<file path="src/rtl/angular_sort_n_pkg.sv">
// angular_sort_n_pkg: shared FSM encoding and default frame geometry for angular_sort_n.
//   N_DEF   default number of points per frame
//   W_DEF   default unsigned coordinate width
//   state_t controller states
package angular_sort_n_pkg;
   localparam int N_DEF = 6;
   localparam int W_DEF = 8;
   typedef enum logic [1:0] {LOAD, VEC, RANK, OUT} state_t;
endpackage

</file>
<file path="src/rtl/angular_sort_n_cross_sign.sv">
// cross_sign: sign of the 2-D cross product a x b = ax*by - bx*ay.
//   ax, ay    signed (W+1)-bit vector a
//   bx, by    signed (W+1)-bit vector b
//   negative  1 when a x b < 0, meaning b lies clockwise of a
module cross_sign #(
   parameter int W = 8
) (
   input  logic signed [W:0] ax,
   input  logic signed [W:0] ay,
   input  logic signed [W:0] bx,
   input  logic signed [W:0] by,
   output logic              negative
);
   // Two (W+1)-bit products and their difference always fit in 2W+3 bits.
   localparam int CW = 2 * W + 3;
   logic signed [CW-1:0] c;
   always_comb begin
      c        = CW'(ax) * CW'(by) - CW'(bx) * CW'(ay);
      negative = c[CW-1];
   end
endmodule

</file>
<file path="src/rtl/angular_sort_n.sv">
// angular_sort_n: collects N points, sorts points 1..N-1 by angle around point 0, streams them out.
//   clk, reset              clock, asynchronous active-high reset
//   give_valid, in_ready    point input handshake (dataX, dataY, mode sampled with point 0)
//   ansX, ansY, ans_idx     current output point and its arrival index
//   out_valid, out_ready    output beat handshake
//   out_last                final beat of a frame
//   rank_err                two non-anchor points shared an angle in this frame
module angular_sort_n
   import angular_sort_n_pkg::*;
#(
   parameter int N = N_DEF,
   parameter int W = W_DEF
) (
   input  logic                 clk,
   input  logic                 reset,
   input  logic                 give_valid,
   output logic                 in_ready,
   input  logic [W-1:0]         dataX,
   input  logic [W-1:0]         dataY,
   input  logic                 mode,
   output logic [W-1:0]         ansX,
   output logic [W-1:0]         ansY,
   output logic [$clog2(N)-1:0] ans_idx,
   output logic                 out_valid,
   input  logic                 out_ready,
   output logic                 out_last,
   output logic                 rank_err
);
   localparam int IW = $clog2(N);
   localparam logic [IW-1:0] LASTI = IW'(N - 1);

   state_t state, state_n;
   logic [W-1:0]        px   [N];
   logic [W-1:0]        py   [N];
   logic signed [W:0]   vx   [N];
   logic signed [W:0]   vy   [N];
   logic [IW-1:0]       slot [N];
   logic [N-1:0]        written;
   logic [IW-1:0]       idx, k, j, cnt, b, sel, rank_w;
   logic                mode_r, err, neg;

   cross_sign #(.W(W)) u_cross (
      .ax(vx[k]), .ay(vy[k]), .bx(vx[j]), .by(vy[j]), .negative(neg)
   );

   always_ff @(posedge clk or posedge reset) begin
      if (reset) state <= LOAD;
      else       state <= state_n;
   end

   always_comb begin
      state_n   = state;
      in_ready  = 1'b0;
      out_valid = 1'b0;
      case (state)
         LOAD: begin
            in_ready = 1'b1;
            if (give_valid && idx == LASTI) state_n = VEC;
         end
         VEC:  state_n = RANK;
         RANK: if (k == LASTI && j == LASTI) state_n = OUT;
         OUT: begin
            out_valid = 1'b1;
            if (out_ready && b == LASTI) state_n = LOAD;
         end
         default: state_n = LOAD;
      endcase
   end

   // Rank counts the vectors strictly clockwise of v[k]; v[k] against itself gives 0.
   // Clockwise beat b reads slot (N-b) mod N, so beat 0 still shows the anchor.
   always_comb begin
      rank_w   = cnt + IW'(neg) + IW'(1);
      sel      = (mode_r && b != '0) ? IW'(N) - b : b;
      ans_idx  = out_valid ? slot[sel] : '0;
      ansX     = out_valid ? px[ans_idx] : '0;
      ansY     = out_valid ? py[ans_idx] : '0;
      out_last = out_valid && b == LASTI;
      rank_err = err;
   end

   always_ff @(posedge clk or posedge reset) begin
      if (reset) begin
         idx     <= '0;
         k       <= '0;
         j       <= '0;
         cnt     <= '0;
         b       <= '0;
         mode_r  <= 1'b0;
         err     <= 1'b0;
         written <= '0;
         for (int i = 0; i < N; i++) begin
            px[i]   <= '0;
            py[i]   <= '0;
            vx[i]   <= '0;
            vy[i]   <= '0;
            slot[i] <= '0;
         end
      end else begin
         case (state)
            LOAD: if (give_valid) begin
               px[idx] <= dataX;
               py[idx] <= dataY;
               if (idx == '0) mode_r <= mode;
               idx <= (idx == LASTI) ? '0 : idx + 1'b1;
            end
            VEC: begin
               for (int i = 0; i < N; i++) begin
                  vx[i] <= $signed({1'b0, px[i]}) - $signed({1'b0, px[0]});
                  vy[i] <= $signed({1'b0, py[i]}) - $signed({1'b0, py[0]});
               end
               k   <= IW'(1);
               j   <= IW'(1);
               cnt <= '0;
            end
            RANK: begin
               if (j == LASTI) begin
                  slot[rank_w]    <= k;
                  written[rank_w] <= 1'b1;
                  if (written[rank_w]) err <= 1'b1;
                  cnt <= '0;
                  j   <= IW'(1);
                  k   <= k + 1'b1;
               end else begin
                  cnt <= cnt + IW'(neg);
                  j   <= j + 1'b1;
               end
            end
            OUT: if (out_ready) begin
               if (b == LASTI) begin
                  b       <= '0;
                  idx     <= '0;
                  cnt     <= '0;
                  err     <= 1'b0;
                  written <= '0;
                  for (int i = 0; i < N; i++) slot[i] <= '0;
               end else begin
                  b <= b + 1'b1;
               end
            end
            default: ;
         endcase
      end
   end
endmodule

</file>
<file path="config.mk">
export PLATFORM = sky130hd
export DESIGN_NAME = angular_sort_n
export DESIGN_NICKNAME = d
export VERILOG_FILES = /design/src/rtl/angular_sort_n_pkg.sv /design/src/rtl/angular_sort_n_cross_sign.sv /design/src/rtl/angular_sort_n.sv
export SDC_FILE = /design/constraint.sdc
export NUM_CORES = 1
export LEC_CHECK = 0
export CAP_MARGIN = 25
export CORE_MARGIN = 1
export CORE_UTILIZATION = 25
export CTS_BUF_LIST = sky130_fd_sc_hd__clkbuf_4 sky130_fd_sc_hd__clkbuf_8
export DETAILED_ROUTE_END_ITERATION = 16
export PLACE_DENSITY = 0.52
export SYNTH_ARGS = -nofsm -noshare
export SYNTH_HDL_FRONTEND = slang
export SYNTH_HIERARCHICAL = 1
export SYNTH_SLANG_ARGS = --single-unit
</file>
<file path="constraint.sdc">
create_clock -name clk -period 9.23 [get_ports clk]
set_clock_uncertainty 0.1 [all_clocks]
set_input_delay 1.846 -clock clk [delete_from_list [all_inputs] [get_ports clk]]
set_output_delay 1.846 -clock clk [all_outputs]
set_load 0.03 [all_outputs]
</file>
; ---- Word-level counts from Yosys, hierarchy flattened
; Index checks and enable logic that the tools add are counted.
[word_totals]
regBits = 247
in_bits = 21
out_inout_bits = 23
elab_cells = 184
[op_classes]
n_addsub = 20
n_mul = 2
order_cmp = 10
n_eq_ne = 15
mux = 67
bitwise = 7
reduce_logical = 24
[ops]
columns = cell, count
row1 = $bmux W9 S3, 4
row2 = $sub A8 B8 Y9, 12
row3 = $bwmux W48, 2
row4 = $mux W9, 8
row5 = $mux W8, 7
row6 = $mux W18, 3
row7 = $bmux W8 S3, 2
row8 = $mux W3, 13
row9 = $mul A9 B9 Y18, 2
row10 = $pmux W18 S2, 1
row11 = $demux W8 S3, 1
row12 = $ge A4 B4 Y1 const B, 6
row13 = $not A3 Y4, 6
row14 = $sub A19 B19 Y19, 1
row15 = $bwmux W18, 1
row16 = $mux W6, 3
row17 = $pmux W3 S2, 3
row18 = $ne A2 B2 Y1 const B, 8
row19 = $add A3 B1 Y3 const B, 5
row20 = $eq A3 B3 Y1 const B, 4
row21 = $pmux W6 S2, 1
row22 = $bmux W3 S3, 1
row23 = $demux W3 S3, 1
row24 = $pmux W3 S3, 1
row25 = 23 further kinds, 49

; ---- Longest topological paths before layout
; Gate-level depths: netlist of the first run.
[depth]
depth_word = 16
ltp_mapped = 35
depth_no_buf = 32

; ---- Modules after synthesis
; The synthesis of the first run kept the hierarchy.
[by_module_without_submodules]
columns = module, instances, cells_each, area_per_inst_um2, seq_area_each_um2
row1 = angular_sort_n, 1, 1543, 14906.8, 5730.5
row2 = cross_sign, 1, 658, 6406.1, 0.0

; ---- Least setup slack after synthesis of the first run
; Ideal clock, no wire load.
[synth_timing]
path_type = register to register
startpoint = register j[1]
endpoint = register err (netlist: rank_err)
t_arrival_ns = 8.665
required_time_ns = 9.048
slack_ns = 0.382
path_stages_with_launch = 34
path_buffers = 3
period_less_slack_ns = 8.848
cell_sequence = dfrtp_1 clkbuf_1 buf_1 mux2_2 a22oi_1 o22ai_1 buf_2 nand2_1 inv_1 fa_1 fa_1 inv_1 fa_1 fa_1 fa_1 fa_1 inv_1 fa_1 inv_1 ha_1 o21ai_0 a211oi_1 a221oi_1 o211ai_1 xnor2_1 ha_1 ha_1 ha_1 xor2_1 xnor2_1 mux4_2 a2bb2oi_1 a21oi_1 o22ai_1
[synth_between]
elab_chain_cells = 12
[synth_lines]
columns = element, line_no
row1 = from (decl), angular_sort_n.sv:39  ; logic [IW-1:0] idx, k, j, cnt, b, sel, rank_w;
row2 = from (signal assigned), angular_sort_n.sv:126  ; j <= j + 1'b1;
row3 = $not A3 Y4 (implied by the code) *, angular_sort_n.sv:43  ; .ax(vx[k]), .ay(vy[k]), .bx(vx[j]), .by(vy[j]), .negative(neg)
row4 = $bmux W9 S3, angular_sort_n.sv:43
row5 = $mux W9 (implied by the code) (2 in a row), angular_sort_n.sv:43
row6 = $mul A9 B9 Y18, angular_sort_n_cross_sign.sv:18  ; c = CW'(ax) * CW'(by) - CW'(bx) * CW'(ay);
row7 = $sub A19 B19 Y19 *, angular_sort_n_cross_sign.sv:18
row8 = net neg, angular_sort_n.sv:40  ; logic mode_r, err, neg;
row9 = $add A3 B1 Y3 * (2 in a row), angular_sort_n.sv:73  ; rank_w = cnt + IW'(neg) + IW'(1);
row10 = $bmux W1 S3 *, angular_sort_n.sv:120  ; if (written[rank_w]) err <= 1'b1;
row11 = $mux W1 (implied by the code) *, angular_sort_n.sv:120
row12 = $ne A2 B2 Y1 (no line) *, n/a
row13 = $reduce_and A5 Y1 (no line) *, n/a
row14 = to (signal assigned), angular_sort_n.sv:90  ; err <= 1'b0;
row15 = to (signal assigned), angular_sort_n.sv:120
row16 = to (signal assigned), angular_sort_n.sv:134  ; err <= 1'b0;
row17 = to (decl), angular_sort_n.sv:40
; The timed path passes the listed nets; every way through them passes the cells marked *. The select of a mux whose other input is x is not followed.
; A chain may end at the register's enable or synchronous reset.

; ---- Final worst setup path of the first run
; Same ends and word-level chain as after synthesis.

==> metrics, run 1 <==
status completed; hold depth 2; row count 106; Port Buffers 43; Async SR Flop Fraction between 90% and 100%; Die ar. 0.0864 mm²; number of max-cap violations 0; Min Clock Period, post-route roughly 8.8 ns; Cell variety after synth 64; worst min path class register to register; CP max stage delay ~0.57 ns; Filler cells between 8,000 and 9,000; critical path's slowest cell fa_1; Register-to-Register Path Depth 32; Worst Max-Slew Pin Slew 1.12 ns; crit share post-route approximately 95%; share of layout cells above drive strength 1 a little under an eighth; hold_buf cts 0; number of global-route vias before repair around 16,000; Post-Route WL ~60,000 µm; Die Ht 294 µm; Nets about 2,600; mean cell area of the mapped netlist around 9.7 µm²; IO Count between 40 and 50; GRT overflow 0; Routed Antenna Nets 0; number of flops mapped to enable cells by yosys 0; CTS Root Cell clkbuf_8; Vias per Instance 4.63; f_max between 100 and 150 MHz; Worst Path Max Fanout 19; Slew HR between 20% and 30%; hold path endpoint cnt[2]; CP Class register to register; vias post-DR roughly 16,000; Synth Instances 2,201; Top FF cell, synth dfrtp_1; DP HPWL between 40,000 and 50,000 µm; CTS HTree Levels 2; CTS Sinks about 230; Final setup viols 0; Final Hold Fails 0; clk buf depth 3; Worst setup SP type register; Layout area overhead 13.5%; First-pass DRT Iterations 5; dpl cell area about 0.023 mm²; CTS tree yes; synthesized area around 0.021 mm²; WP data required slightly below 10 ns; cts bufs inserted a little over 40; synthesized net count ~2,600; Worst setup EP type register; R2R Path End rank_err; Clk pin slew, worst setup/hold paths 0.06 ns; DR WL/cell roughly 17 µm; post-synthesis sequential area ratio 26.9%; Ys Warns 6; crit path DAT between 9 and 10 ns; first-pass GRT wire length between 90,000 and 100,000 µm; # DRC 0; GPL Wtd Cong about 0.83; initial antenna violation count 1; Chip Width between 200 and 300 µm; r2r setup slk around 0.45 ns; Starting DRT DRC Count about 1,200; largest net degree at the start of global routing ~140; max-slew violation count 0; Final Cell Area roughly 0.024 mm²; clock latency on the worst-skew pair 0.56 ns; reg-to-reg startpoint j[1]; initial core utilization about a quarter; most used cell, CP fa_1; placeable core area between 0.08 and 0.09 mm²; GRT Total Usage approximately 14%; #FFs+latches synth ~230; Hold Startpoint cnt[2]
[per-stage QoR]
stage          cells  setup WS [ns]  setup TNS [ns]  utilization (%)  hold slack, ns
3_3_place_gp    3345          0.218               0             27.7           0.399
2_1_floorplan   2201          0.382               0                -           0.364
5_1_grt         3421        -0.0181         -0.0181             28.8           0.437
4_1_cts         3418          0.197               0             28.7           0.407
6_report        3421          0.450               0             28.8           0.403
3_5_place_dp    3345          0.236               0             27.7           0.392
[final cells by class]
class | instances | area [µm²] | share of cell area (%)
Antenna cell | 1 | 2.50 | 0.0103
Clock buffer | 64 | 806 | 3.33
Clock inverter | 9 | 77.6 | 0.321
Inverter | 302 | 1140 | 4.72
Multi-Input combinational cell | 1575 | 14100 | 58.1
Sequential cell | 229 | 5730 | 23.7
Tap cell | 1134 | 1420 | 5.86
Timing Repair Buffer | 107 | 963 | 3.98
[cell usage after synthesis, types with 31 or more instances]
master	n	area, µm²
nor2b_1	31	194
o21ai_0	72	360
o31ai_1	36	270
dfrtp_1	229	5730
fa_1	188	3760
mux2_2	99	1110
clkbuf_1	68	255
ha_1	168	2100
a21oi_1	66	330
mux2i_1	112	1120
and2_1	88	551
nand2_1	231	867
o21a_1	39	293
nor2_1	102	383
nor3_1	34	170
o22ai_1	38	238
inv_1	301	1130
[worst max path at each step]
stage          startpoint       end  slack [ns]  cells past startpoint
6_report             j[1]  rank_err        0.45                     32
5_1_grt              j[1]  rank_err       -0.02                     32
4_1_cts              j[1]  rank_err        0.20                     30
3_5_place_dp         j[1]  rank_err        0.24                     30
3_3_place_gp         j[1]  rank_err        0.22                     30
2_1_floorplan        j[1]  rank_err        0.38                     33
[cells by family after synthesis]
kind of cell               Yosys count  synth area share [%]
and+or+nand+nor                    559                  12.3
DFF                                229                  26.9
buffers and inverters              397                  7.35
muxes                              215                  10.9
xor gates and xnor gates            32                  1.38
adders and majority gates          356                  27.5
AOI/OAI and AO/OA                  413                  13.7
[flip-flops by register name (all words and copies together), names as in the netlist]
| signal | cells |
|---|---|
| px | 48 |
| py | 48 |
| vx | 45 |
| vy | 45 |
| slot | 18 |
| written | 6 |
| b | 3 |
| cnt | 3 |
| idx | 3 |
| j | 3 |
| k | 3 |
| state | 2 |
| mode_r | 1 |
| rank_err | 1 |
[critical path, delay by kind of cell (launching register included)]
family	cells	cell delay, ns
xor gates and xnor gates	3	0.62
DFF	1	0.35
adders and majority gates	11	4.48
and+or+nand+nor	1	0.17
muxes	2	0.90
AOI/OAI and AO/OA	9	1.44
buffers and inverters	6	0.61
[what timing repair did]
action,CTS,global route
setup endpoints to repair,0,1
resized for setup,0,5
setup buffers,0,1
[cell usage in the layout, fill, tap and decap left out, drive strengths merged, types with 10 or more instances in the layout]
cell type        n
a221oi          10
o21a            39
nor4            18
o221ai          16
a21oi           67
nor2           102
o22ai           38
nor2b           31
ha             168
and2            88
o31ai           36
mux2           100
buf             64
a22oi           23
nand3           19
o311ai          23
o21ai           72
dfrtp          229
xnor2           29
a21boi          18
clkdlybuf4s50   43
nor3            34
inv            301
nand2          233
o211ai          11
nand4           11
fa             188
clkbuf          64
mux2i          113
a211oi          20
[layer usage]
layer  global-route usage, %  vias to the layer above  share of wire (%)
met2                    22.0                      279                 45
met3                    1.66                       90                3.5
met5                       0                        -                  0
met1                    20.0                     7820                 50
li1                        -                     7651                  -
met4                    3.73                        0                2.3
Power of run 1 is left out: the tool's default activity adds up to more than one toggle a clock period on the data nets, which glitch-free logic cannot reach.
==> inputs of run 2 (changes only) <==
Settings changed: CORE_UTILIZATION 25 to 45, PLACE_DENSITY 0.52 to 0.75.
==> run 2 against run 1 <==
  * Critical endpoint unchanged
  * Global-route usage up 10 points
  * Setup slack improved by 0.023 ns
  * First-iteration DRC count up 7.9%
  * Cell area down 2.6%
  * Sequential share of layout area increased by 0.64 points
==> metrics, run 2 (synthesized netlist as in run 1, its figures left out) <==
status completed; Nets 2,631; number of global-route vias before repair ~17,000; largest net degree at the start of global routing 104; hold depth 1; biggest regs px x48, py x48; f_max 114 MHz; Port Buffers 43; CTS tree yes; CP Depth 31; CP max stage delay around 0.6 ns; WP data required 9.60 ns; critical path's slowest cell fa_1; max-slew violation count 0; metal1 wirelength between 20,000 and 30,000 µm; Min Clock Period, post-route 8.76 ns; row count 79; clk buf depth 3; DP HPWL roughly 44,000 µm; number of max-cap violations 0; Worst setup SP type register; DR WL/cell 20.0 µm; initial antenna violation count 0; Final Hold Fails 0; Worst setup EP type register; GPL Wtd Cong roughly 0.93; most frequent cells in the layout 299 x inv_1, 229 x nand2_1, 228 x dfrtp_1; pre-CTS setup slack between 0.05 and 0.06 ns; Clk pin slew, worst setup/hold paths 0.07 ns; Worst Path Max Fanout 11; CP Class register to register; Slew HR 31.0%; IO Count 44; Register-to-Register Path Depth 31; uppermost layer routed met4; GRT Total Usage ~24%; GRT overflow 0; Vias per Instance around 5.8; Chip Width approximately 220 µm; first-pass GRT wire length 91,600 µm; Final setup viols 0; crit path DAT between 9 and 10 ns; Post-Route WL just under 60,000 µm; vias post-DR ~17,000; Die ar. about 0.048 mm²; initial core utilization 45.7%; Cell Count, Final, Fillers Out ~2,900; crit share post-route a little over nine tenths; cts bufs inserted 37; Worst Max-Slew Pin Slew 1.03 ns; Layout area overhead 10.5%; routed wl met3 approximately 3200 µm; CTS Sinks around 230; Starting DRT DRC Count about 1,300; CTS HTree Levels 2; # DRC 0; share of layout cells above drive strength 1 between 10% and 20%; CP top delay family adder cells; placed insts between 2,000 and 3,000; CTS Root Cell clkbuf_8; First-pass DRT Iterations 5; most used cell, CP fa_1; n_diodes 0; met2 wire len 27,500 µm; final setup margin ~0.47 ns; Routed Antenna Nets 0; clock latency on the worst-skew pair ~0.56 ns; placeable core area about 0.047 mm²; Die Ht about 220 µm; Worst Path Buf+Inv 5; worst min path class register to register; leading cell type in the layout, fill and taps excluded inv_1
-- run 2: cell count changes in the layout (fill, tap and decap cells not counted), moves of 3 or more --
cell | previous run | this run
clkbuf_8 | 52 | 43
o22ai_2 | 2 | 7
bufinv_16 | 1 | 4
o22ai_1 | 36 | 30
buf_8 | 0 | 3
clkbuf_4 | 12 | 7
-- run 2: worst register-to-register path: cells and delay by family, from the launching register on --
family	cells	cell delay [ns]
AO/OA/AOI/OAI	7	1.54
XOR/XNOR	3	0.51
adder cells (fa/ha/maj)	11	4.44
buffers and inverters	5	0.61
flip-flops	1	0.38
multiplexers	1	0.52
AND/OR/NAND/NOR	4	0.58
-- run 2: repair_timing --
action,in CTS,in global routing
resized for setup,0,19
buffers inserted,0,6
setup endpoints to repair,0,24
hold buffers,0,0
-- run 2: area by class of cell --
cell class              instances  area (µm²)
fillers                      4248       23100
well taps                     607         759
clock buffers                  50         644
clock inverters                15         186
multi-input cells            1575       14100
repair buffers                109         978
inverters                     302        1140
flip-flops and latches        229        5730
-- run 2: per-stage QoR --
stage	utilization [%]	hold WS, ns	cell area [µm²]	setup TNS, ns
after floorplan	-	0.364	21300	0
after global placement	48.3	0.387	22500	0
after detailed placement	48.3	0.405	22600	0
after CTS	50.1	0.420	23400	0
after global routing	50.5	0.434	23600	-0.0231
final	50.5	0.416	23600	0
-- run 2: path summary, 6_finish.rpt --
check                            from         end  slack, ns
min reg2reg                written[2]  written[2]       0.42
max reg2reg                      j[1]    rank_err       0.47
min in group asynchronous       reset    rank_err       1.70
max                              j[1]    rank_err       0.47
max in group asynchronous       reset      px[22]       5.88
min                        written[2]  written[2]       0.42
-- run 2: routing by layer --
layer	track usage [%]	up-vias
met2	40.0	563
met4	7.63	0
met5	0	-
li1	-	7604
met3	2.57	101
met1	33.3	8425
Power of run 2 is left out for the same reason.
==> inputs of run 3 (changes only) <==
Settings changed: SYNTH_HIERARCHICAL 1 to not set.
==> run 3 against run 2 <==
  * Setup slack worse by 0.24 ns
  * Final cell count decreased by 0.24%
  * Worst hold slack worse by 0.016 ns
  * Fmax fell by 2.7%
  * Die area is 2.7% lower
  * Synthesized cell count down 4.9%
  * Register-to-register slack worse by 0.24 ns
  * Count of clock-buffer cells in the layout grew 10
  * Via count fell by 5.8%
  * Non-clock buffer count up 87
  * Critical path type unchanged
  * Critical endpoint is now slot[8]
  * Largest cell class unchanged
==> metrics, run 3 <==
CTS tree yes; #FFs+latches synth 229; DR WL/cell ~18 µm; Worst Path Buf+Inv 8; mean cell area of the mapped netlist just under 10 µm²; Die ar. between 0.04 and 0.05 mm²; initial core utilization a little under half; Post-synth top cells 271 x inv_1, 229 x dfrtp_1, 189 x mux2_2, 186 x ha_1, 156 x nor2_1; GPL Wtd Cong between 0.9 and 1; worst min path class register to register; Post-Route WL between 50,000 and 60,000 µm; vias post-DR 15,700; number of global-route vias before repair between 15,000 and 20,000; row count between 70 and 80; most frequent cell after synthesis inv_1; n_diodes 0; max-slew violation count 0; cell accounting for the most synthesized area dfrtp_1; clock latency on the worst-skew pair approximately 0.57 ns; placeable core area between 0.04 and 0.05 mm²; status completed; # DRC 0; WP data required about 9.6 ns; Nets 2,611; CTS HTree Levels 2; Ys Warns 0; CP Class register to register; Final Hold Fails 0; synthesized area between 0.02 and 0.025 mm²; CTS Sinks ~230; CP max stage delay between 0.5 and 0.6 ns; f_max about 110 MHz; CTS Root Cell clkbuf_8; Top FF cell, synth dfrtp_1; largest net degree at the start of global routing ~100; Cell variety after synth between 60 and 70; Worst Path Max Fanout 5; initial antenna violation count 0; clk buf depth 3; most frequent cells in the layout 266 x inv_1, 226 x dfrtp_1, 189 x mux2_2; leading cell type in the layout, fill and taps excluded inv_1; number of max-cap violations 0; critical path's slowest cell fa_1; first-pass GRT wire length slightly above 80,000 µm; cts bufs inserted 39; Layout area overhead 16.1%; Routed Antenna Nets 0; Final setup viols 0; DP HPWL around 40,000 µm; Port Buffers 43; crit share post-route roughly 100%; IO Count 44; biggest regs px x48, py x48; most used cell, CP fa_1; Vias per Instance 5.46; setup TNS 0 ns; final setup margin 0.234 ns; pre-CTS setup slack roughly 0.0019 ns; post-synthesis sequential area ratio 27.6%; top cells by area, synth dfrtp_1 28%, fa_1 14%, ha_1 11%, mux2_2 10%, inv_1 4.9%; CP top delay family adder cells; Async SR Flop Fraction 100%; Clk pin slew, worst setup/hold paths about 0.060 ns; Min Clock Period, post-route around 9 ns; number of flops mapped to enable cells by yosys 0; share of layout cells above drive strength 1 a little under a quarter; Worst Max-Slew Pin Slew 1.00 ns; top-area cell type share of the netlist area between 20% and 30%; Starting DRT DRC Count between 800 and 900; Worst setup EP type register; First-pass DRT Iterations 5; synthesized net count 2,450; hold_buf cts 0; crit path DAT 9.32 ns; Slew HR 33.2%; GRT Total Usage between 20% and 30%; Worst setup SP type register; GRT overflow 0; Die Ht about 220 µm; Synth Instances ~2,100; Chip Width around 220 µm
==> run 3: cell count changes after synthesis, moves of 22 or more <==
cell and change:
and2_1 -80, mux2i_1 -32, xnor2_1 +40, o21a_1 -36
o22a_1 +28, inv_1 -30, a21o_1 +22, fa_1 -38
mux2_2 +90, o31ai_1 -34, nor3_1 -31, nand2_1 -88
o21ai_0 +27, nor2_1 +54
==> run 3: path summary, 6_finish.rpt <==
kind / from / end / slack, ns / cells past startpoint
max: j[1] / slot[8] / 0.23 / 39
max in group asynchronous: reset / vx[6] / 6.32 / 4
min reg2reg: slot[15] / slot[15] / 0.40 / 2
max reg2reg: j[1] / slot[8] / 0.23 / 39
min: slot[15] / slot[15] / 0.40 / 2
min in group asynchronous: reset / py[40] / 1.66 / 2
==> run 3: tightest hold or removal path: stages, from the launching register on <==
cell and delay (ns):
dfrtp_1 0.34, nand3_1 0.06, o21ai_0 0.06
==> run 3: cell type report <==
| type | count | area [µm²] |
|---|---|---|
| clock buffer | 60 | 744 |
| clock inverter | 7 | 43.8 |
| fill | 3858 | 21300 |
| inverter | 272 | 1030 |
| multi-input combinational | 1516 | 14000 |
| sequential | 229 | 5730 |
| tap | 600 | 751 |
| timing repair buffer | 196 | 1780 |
==> run 3: through the flow <==
step,hold slack (ns),instance area [µm²],std cells,utilization [%]
after floorplan,0.366,20700,2093,-
after global placement,0.383,22700,2790,49.9
after detailed placement,0.390,22700,2790,49.9
after CTS,0.402,23400,2857,51.7
after global routing,0.429,24100,2880,53.0
final,0.400,24100,2880,53.0
==> run 3: per-layer routing <==
layer | routed length (µm) | part of all wire, % | vias up | GRT usage (%)
met1 | 23200 | 45 | 7774 | 29.4
met4 | 1690 | 3.3 | 0 | 7.58
met2 | 24700 | 48 | 394 | 36.6
met5 | 0 | 0 | - | 0
met3 | 2040 | 4.0 | 120 | 2.40
li1 | - | - | 7441 | -
==> run 3: logic make-up (layout without fill, tap and decap cells) <==
kind of cell	Yosys count	after routing	synth area share, %
compound gates	379	379	12.2
mux	273	273	14.5
fa+ha+maj	336	336	25.7
xor+xnor	80	80	3.38
buf+inv	348	535	6.64
flops	229	229	27.6
simple gates	448	448	9.95
==> run 3: repair_timing <==
action                     in CTS  in global routing
buffers inserted                0                 18
setup endpoints to repair       6                 25
resized for setup               3                 88
pin swaps                       0                 54
gates cloned                    0                  2
Power of run 3 is left out for the same reason.
